File: src/rtl/pll_mon_pkg.sv
// Shared types and constants for the PLL lock monitor.
// Loss counting is built only when PLL_LOCK_MON_LOSS_CNT_EN is defined.
package pll_mon_pkg;

  localparam int LOSS_CNT_W = 8;

  typedef enum logic [2:0] {
    ST_WAIT_LOCK = 3'd0,
    ST_QUALIFY   = 3'd1,
    ST_HOLD_RST  = 3'd2,
    ST_RUN       = 3'd3,
    ST_LOST      = 3'd4
  } pll_mon_state_t;

  // Counter width able to reach n-1; never narrower than one bit.
  function automatic int cnt_width(input int n);
    return (n > 1) ? $clog2(n) : 1;
  endfunction

endpackage

File: src/rtl/lock_sync.sv
// Multi-flop synchronizer bringing the raw PLL lock into the pixel clock domain.
// Part of pll_lock_monitor; PLL_LOCK_MON_LOSS_CNT_EN has no effect here.
module lock_sync #(
  parameter int SYNC_STAGES = 2
) (
  input  logic clk,
  input  logic rst_n,
  input  logic d,
  output logic q
);

  logic [SYNC_STAGES-1:0] r_sync;

  always_ff @(posedge clk or negedge rst_n) begin
    if (!rst_n) begin
      r_sync <= '0;
    end else begin
      r_sync <= {r_sync[SYNC_STAGES-2:0], d};
    end
  end

  assign q = r_sync[SYNC_STAGES-1];

endmodule

File: src/rtl/pll_lock_monitor.sv
// Qualifies PLL lock, then releases the video pipeline reset and tracks lock losses.
// Define PLL_LOCK_MON_LOSS_CNT_EN to build the saturating loss counter.
module pll_lock_monitor
  import pll_mon_pkg::*;
#(
  parameter int SYNC_STAGES     = 2,
  parameter int STABLE_CYCLES   = 1024,
  parameter int RST_HOLD_CYCLES = 16
) (
  input  logic                  clk,
  input  logic                  rst_n,
  input  logic                  lock,
  input  logic                  clr,
  output logic                  vid_rst_n,
  output logic                  locked_stable,
  output logic                  lost_flag,
  output logic [LOSS_CNT_W-1:0] loss_cnt
);

  localparam int QW = cnt_width(STABLE_CYCLES);
  localparam int HW = cnt_width(RST_HOLD_CYCLES);
  localparam logic [QW-1:0] QUAL_LAST = QW'(STABLE_CYCLES - 1);
  localparam logic [HW-1:0] HOLD_LAST = HW'(RST_HOLD_CYCLES - 1);
  localparam logic [QW-1:0] QUAL_ONE  = QW'(1);
  localparam logic [HW-1:0] HOLD_ONE  = HW'(1);

  logic           w_lock_s;
  logic           w_loss_event;
  pll_mon_state_t r_state;
  logic [QW-1:0]  r_qual_cnt;
  logic [HW-1:0]  r_hold_cnt;
  logic           r_vid_rst_n;
  logic           r_locked_stable;
  logic           r_lost_flag;

  lock_sync #(
    .SYNC_STAGES(SYNC_STAGES)
  ) u_lock_sync (
    .clk   (clk),
    .rst_n (rst_n),
    .d     (lock),
    .q     (w_lock_s)
  );

  // A loss is only ever a drop out of RUN; drops during qualification just restart it.
  assign w_loss_event = (r_state == ST_RUN) && !w_lock_s;

  always_ff @(posedge clk or negedge rst_n) begin
    if (!rst_n) begin
      r_state         <= ST_WAIT_LOCK;
      r_qual_cnt      <= '0;
      r_hold_cnt      <= '0;
      r_vid_rst_n     <= 1'b0;
      r_locked_stable <= 1'b0;
      r_lost_flag     <= 1'b0;
    end else begin
      r_vid_rst_n     <= 1'b0;
      r_locked_stable <= 1'b0;
      if (clr) begin
        r_lost_flag <= 1'b0;
      end
      case (r_state)
        ST_WAIT_LOCK: begin
          r_qual_cnt <= '0;
          r_hold_cnt <= '0;
          if (w_lock_s) begin
            r_state <= ST_QUALIFY;
          end
        end
        ST_QUALIFY: begin
          if (!w_lock_s) begin
            r_state    <= ST_WAIT_LOCK;
            r_qual_cnt <= '0;
          end else if (r_qual_cnt == QUAL_LAST) begin
            r_state    <= ST_HOLD_RST;
            r_qual_cnt <= '0;
            r_hold_cnt <= '0;
          end else begin
            r_qual_cnt <= r_qual_cnt + QUAL_ONE;
          end
        end
        ST_HOLD_RST: begin
          if (!w_lock_s) begin
            r_state    <= ST_WAIT_LOCK;
            r_hold_cnt <= '0;
          end else if (r_hold_cnt == HOLD_LAST) begin
            r_state         <= ST_RUN;
            r_hold_cnt      <= '0;
            r_vid_rst_n     <= 1'b1;
            r_locked_stable <= 1'b1;
          end else begin
            r_hold_cnt <= r_hold_cnt + HOLD_ONE;
          end
        end
        ST_RUN: begin
          if (w_loss_event) begin
            r_state     <= ST_LOST;
            r_lost_flag <= 1'b1;
          end else begin
            r_vid_rst_n     <= 1'b1;
            r_locked_stable <= 1'b1;
          end
        end
        ST_LOST: begin
          r_state <= ST_WAIT_LOCK;
        end
        default: begin
          r_state    <= ST_WAIT_LOCK;
          r_qual_cnt <= '0;
          r_hold_cnt <= '0;
        end
      endcase
    end
  end

  assign vid_rst_n     = r_vid_rst_n;
  assign locked_stable = r_locked_stable;
  assign lost_flag     = r_lost_flag;

`ifdef PLL_LOCK_MON_LOSS_CNT_EN
  localparam logic [LOSS_CNT_W-1:0] LOSS_MAX = '1;
  localparam logic [LOSS_CNT_W-1:0] LOSS_ONE = LOSS_CNT_W'(1);

  logic [LOSS_CNT_W-1:0] r_loss_cnt;

  // A loss on the same edge as clr restarts the count at one rather than zero.
  always_ff @(posedge clk or negedge rst_n) begin
    if (!rst_n) begin
      r_loss_cnt <= '0;
    end else if (w_loss_event && clr) begin
      r_loss_cnt <= LOSS_ONE;
    end else if (clr) begin
      r_loss_cnt <= '0;
    end else if (w_loss_event && (r_loss_cnt != LOSS_MAX)) begin
      r_loss_cnt <= r_loss_cnt + LOSS_ONE;
    end
  end

  assign loss_cnt = r_loss_cnt;
`else
  assign loss_cnt = '0;
`endif

endmodule
File: config.mk
export PLATFORM = sky130hd
export DESIGN_NAME = pll_lock_monitor
export DESIGN_NICKNAME = d
export VERILOG_FILES = /design/src/rtl/pll_mon_pkg.sv /design/src/rtl/lock_sync.sv /design/src/rtl/pll_lock_monitor.sv
export SDC_FILE = /design/constraint.sdc
export NUM_CORES = 1
export LEC_CHECK = 0
export ABC_AREA = 1
export BUFFER_PORTS_ARGS = -buffer_cell sky130_fd_sc_hd__buf_2
export CAP_MARGIN = 20
export CORE_UTILIZATION = 40
export DETAILED_ROUTE_END_ITERATION = 8
export GPL_ROUTABILITY_DRIVEN = 0
export HOLD_SLACK_MARGIN = 0.02
export PLACE_DENSITY = 0.57
export SETUP_SLACK_MARGIN = 0.2
export SKIP_CTS_REPAIR_TIMING = 1
export SYNTH_ARGS = -nofsm -noshare
export SYNTH_HDL_FRONTEND = slang
export SYNTH_SLANG_ARGS = --single-unit
File: constraint.sdc
create_clock -name clk -period 1.6 [get_ports clk]
set_input_delay 0.16 -clock clk [delete_from_list [all_inputs] [get_ports clk]]
set_output_delay 0.16 -clock clk [all_outputs]
set_load 0.02 [all_outputs]
==> results of run 1 <==
==> worst max-delay path, stage by stage, from the launching register on <==
cell and delay, ns:
dfrtp_1 0.43, ha_4 0.18, nand2_1 0.08, nor2_2 0.13, nand3_4 0.08, nand2_2 0.11, nand2_2 0.08, nand2_1 0.08
nor2_2 0.04
==> worst min path at each step <==
| stage | slack (ns) | depth (start not counted) | from | to |
|---|---|---|---|---|
| 6_report | 0.32 | 2 | rst_n | r_hold_cnt[3] |
| 5_1_grt | 0.36 | 2 | rst_n | r_hold_cnt[3] |
| 4_1_cts | -0.20 | 1 | rst_n | locked_stable |
| 3_5_place_dp | 0.15 | 1 | rst_n | locked_stable |
| 3_3_place_gp | 0.15 | 1 | rst_n | locked_stable |
| 2_1_floorplan | -0.14 | 0 | rst_n | locked_stable |
==> layout make-up <==
cell class                      instances  area (sq um)
Sequential cell                        21           526
Timing Repair Buffer                   13          90.1
Clock buffer                            3          22.5
Fill cell                             287          1480
Tap cell                               31          38.8
Clock inverter                          1          5.00
Multi-Input combinational cell        109           603
Inverter                               23          86.3
==> registers in the layout (all words and copies together), names as in the netlist <==
register / count
r_qual_cnt: 10
lost_flag: 1
r_state: 3
locked_stable: 1
u_lock_sync.r_sync: 2
r_hold_cnt: 4
==> cell usage in the layout, fill, tap and decap left out, types with 2 or more instances in the layout <==
| cell | synthesis | final |
|---|---|---|
| conb_1 | 1 | 8 |
| inv_2 | 6 | 6 |
| o21ai_1 | 4 | 4 |
| nor2_4 | 1 | 3 |
| dlygate4sd3_1 | 0 | 3 |
| o21ai_0 | 4 | 4 |
| clkbuf_4 | 0 | 3 |
| buf_4 | 9 | 4 |
| nor2_2 | 5 | 4 |
| dfrtp_1 | 21 | 21 |
| nand2_2 | 5 | 5 |
| inv_1 | 17 | 17 |
| nand4_1 | 6 | 6 |
| nand2_1 | 34 | 34 |
| o21bai_1 | 2 | 2 |
| a21oi_1 | 5 | 5 |
| nand3_1 | 14 | 14 |
| nor2_1 | 9 | 8 |
| buf_2 | 1 | 6 |
==> cell families after synthesis <==
kind of cell / synth area share
AO/OA/AOI/OAI: 0.0820
XOR/XNOR: 0.00709
adder cells (fa/ha/maj): 0.0202
buffers and inverters: 0.129
flip-flops: 0.425
other: 0.00303
AND/OR/NAND/NOR: 0.334
==> power breakdown <==
part,internal [W],switching [W]
combinational,0.000203,0.000411
sequential,0.000603,0.0000747
clock,0.0000932,0.000175
==> per-layer routing <==
layer	routed length (um)	GRT usage	vias up	part of all wire
met3	102	0.0272	2	0.042
met2	1010	0.231	33	0.42
met4	18	0.0418	0	0.0075
met1	1280	0.249	456	0.53
li1	-	-	514	-
met5	0	0	-	0
==> per-stage QoR <==
step	instance area (sq um)	hold WS [ns]	setup WS [ns]	instances	util
global placement	1270	0.147	0.267	191	0.444
global route	1370	0.359	0.190	201	0.481
detailed placement	1270	0.152	0.228	191	0.444
finish	1370	0.324	0.288	201	0.481
CTS	1290	-0.195	0.201	195	0.454
floorplan	1260	-0.136	0.350	163	-
==> impl_metrics.yaml, run 1 <==
synthesis:
  yosysMostFrequentCell: "nand2_1"
  ys_ff_latch: 21
  synth-main-ff-cell: "dfrtp_1"
  syn_inst: 156
  ys_seq_area_frac: 0.425
  synth_area_sq_mm: 0.00124
  synth.cells.most_frequent: "nand2_1 (34), dfrtp_1 (21), inv_1 (17), nand3_1 (14)"
  synthDistinctLibCells: 28
  async_reset_ff_frac: 1.00
  synthTopCellsByArea: "dfrtp_1 (43%), nand2_1 (10%), nand3_1 (5.7%)"
  yosys.area.top_type: "dfrtp_1"
  yosys_warnings: 0
  synth_edf_count: 0
  syn_avg_cell_area_sq_um: 7.92
  yosysTopAreaCellShare: 0.425
sta:
  skew_ns: 0.00740
  post-route-period-util: 0.820
  fin_crit_ns: 1.31
  drv_slew: 0
  hold_viol: 0
  setup_violations: 0
  tns_ns: 0
  grt_setup_unrepaired: "yes"
  clock.fmax_mhz: 762
detailed_routing:
  via_count: 1005
  drtPass1Iterations: 6
  drcViolationCount: 1
  antenna_left: 0
  drt_wl_total_um: 2410
  wl_per_cell_um: 12.0
  viasPerCell: 5.00
  drt-initial-drc-count: 28
floorplanning:
  die_h_um: 57.6
  core-area_sq_mm: 0.00285
  ios: 15
  start_util: 0.433
  rows: 19
  dieArea_sq_mm: 0.00332
  die_w_um: 57.6
placement:
  dp_hpwl_um: 1740
  port_buffers: 6
critical_path:
  cp-startpoint: "r_qual_cnt[0]"
  end_kind: "flip-flop"
  r2r_end: "r_qual_cnt[7]"
  worstSetupEndpoint: "r_qual_cnt[7]"
  cp-start-kind: "flip-flop"
  crit_type: "reg2reg"
  required_ns: 1.81
  r2r_cells: 8
  r2r-start: "r_qual_cnt[0]"
  worst_ep_arrival_time_ns: 1.52
  cp_max_fo: 4
  ff2ff_setup_slack_ns: 0.29
grt:
  grt_overflow: 0
  grt_use_total: 0.161
  grt_max_degree: 22
  antenna_found_initial: 0
  grt_pass1_wl_um: 4080
  grt_pass1_vias: 887
outcome:
  violations: "design-rule violations"
  status: "complete, but fails checks"
flow_run:
  drv_cap: 0
clocking:
  numCtsBuffers: 3
  clock_path_buffers: 2
  insertion_delay_ns: 0.31
  cts.sinks: 21
  cts_tree: "yes"
  path_clk_slew_ns: 0.13
  cts_root_buf: "clkbuf_4"
  h-tree-depth: 1
power_and_ir_drop:
  power.density_mw_per_mm2: 1140
  power.total_w: 0.00156
  p_leak_nw: 0.696
  vdd_drop_max_v: 0.000731
layout:
  nets: 177
  syn_to_final_growth_pct: 10.9
  diodes: 0
  layout-drive-gt1-share: 0.224
min_path:
  hold_class: "in2async"
No activity file was read; power rests on OpenSTA's default activity.
==> run 2: changes to the inputs <==
==> constraint.sdc (replaced) <==
create_clock -name clk -period 1.3 [get_ports clk]
set_input_delay 0.13 -clock clk [delete_from_list [all_inputs] [get_ports clk]]
set_output_delay 0.13 -clock clk [all_outputs]
set_load 0.02 [all_outputs]
==> impl_metrics.yaml, run 2 (synthesis results as in run 1) <==
floorplanning:
  start_util: 0.433
  ios: 15
  dieArea_sq_mm: 0.00332
  die_h_um: 57.6
  rows: 19
  core-area_sq_mm: 0.00285
  die_w_um: 57.6
sta:
  fin_crit_ns: 1.25
  hold_viol: 0
  worst_slack_ns: 0.0528
  skew_ns: 0.00183
  setup_violations: 0
  clock.fmax_mhz: 802
  drv_slew: 0
  tns_ns: 0
  grt_setup_unrepaired: "yes"
  timing.hold.ws_ns: 0.295
  post-route-period-util: 0.959
layout:
  layout-drive-gt1-share: 0.365
  largest_reg_flops: 10
  multi_input_area_sq_um: 713
  largestRegisters: "r_qual_cnt x10, r_hold_cnt x4, r_state x3"
  top_register: "r_qual_cnt"
  final_cell_mix: "nand2_1 (27), dfrtp_1 (20), buf_4 (15)"
  final_common_cell: "nand2_1"
  fill_cells: 279
  nets: 188
  syn_to_final_growth_pct: 26.9
  diodes: 0
  register_area_sq_um: 527
critical_path:
  end_kind: "flip-flop"
  r2r_end: "r_state[1]"
  cp-start-kind: "flip-flop"
  cp_max_fo: 5
  r2r_cells: 8
  ff2ff_setup_slack_ns: 0.05
  worst_ep_arrival_time_ns: 1.45
  required_ns: 1.51
  r2r-start: "r_state[2]"
  crit_type: "reg2reg"
power_and_ir_drop:
  power.total_w: 0.00231
  power.density_mw_per_mm2: 1470
  p_leak_nw: 0.778
  vdd_drop_max_v: 0.000762
grt:
  antenna_found_initial: 0
  grt_use_total: 0.165
  grt_pass1_vias: 951
  grt_max_degree: 22
  grt_overflow: 0
  grt_pass1_wl_um: 4150
flow_run:
  drv_cap: 0
detailed_routing:
  antenna_left: 0
  drcViolationCount: 3
  viasPerCell: 4.94
  drt_wl_total_um: 2610
  drtPass1Iterations: 6
  via_count: 1048
  drt-initial-drc-count: 28
  wl_per_cell_um: 12.3
placement:
  port_buffers: 6
  dp_hpwl_um: 1760
  place_ws_ns: 0.0421
clocking:
  clock_path_buffers: 2
  numCtsBuffers: 3
  cts_tree: "yes"
  path_clk_slew_ns: 0.12
  insertion_delay_ns: 0.31
  cts.sinks: 21
  cts_root_buf: "clkbuf_4"
  h-tree-depth: 1
outcome:
  status: "complete, but fails checks"
  violations: "design-rule violations"
min_path:
  hold_class: "in2async"
[run 2: worst max-delay path by stage]
| stage | from | endpoint | cells after the start |
|---|---|---|---|
| final | r_state[2] | r_state[1] | 8 |
| after global routing | r_qual_cnt[0] | r_qual_cnt[7] | 8 |
| after CTS | r_qual_cnt[0] | r_qual_cnt[7] | 8 |
| after detailed placement | r_qual_cnt[0] | r_qual_cnt[7] | 8 |
| after global placement | r_qual_cnt[1] | r_qual_cnt[5] | 8 |
| after floorplan | r_qual_cnt[0] | r_qual_cnt[7] | 8 |
[run 2: through the flow]
stage | std cells | util | instance area (sq um)
final | 212 | 0.550 | 1570
after global routing | 212 | 0.550 | 1570
after CTS | 198 | 0.471 | 1350
after detailed placement | 194 | 0.462 | 1320
after global placement | 194 | 0.462 | 1320
after floorplan | 163 | - | 1290
[run 2: per-layer routing]
metal	vias up	GRT usage	part of all wire
li1	541	-	-
met1	478	0.238	0.48
met2	25	0.257	0.47
met3	4	0.0204	0.038
met4	0	0.0523	0.011
met5	-	0	0
[run 2: cell type report]
type,instances,share of cell area
Multi-Input combinational cell,109,0.455
Sequential cell,21,0.336
Timing Repair Buffer,24,0.110
Inverter,23,0.0582
Tap cell,31,0.0247
Clock buffer,4,0.0167
[run 2: report_power, final]
part / total [W] / switching [W] / internal (W)
logic: 0.00113 / 0.000664 / 0.000466
registers: 0.000848 / 0.000102 / 0.000746
clock network: 0.000329 / 0.000210 / 0.000120
[run 2: critical path: stages, from the launching register on]
cell	delay, ns
dfrtp_1	0.43
inv_2	0.14
nand2_4	0.10
nor2_4	0.17
o21ai_2	0.09
nand2_1	0.06
inv_1	0.04
nand3_1	0.05
nand2_1	0.06
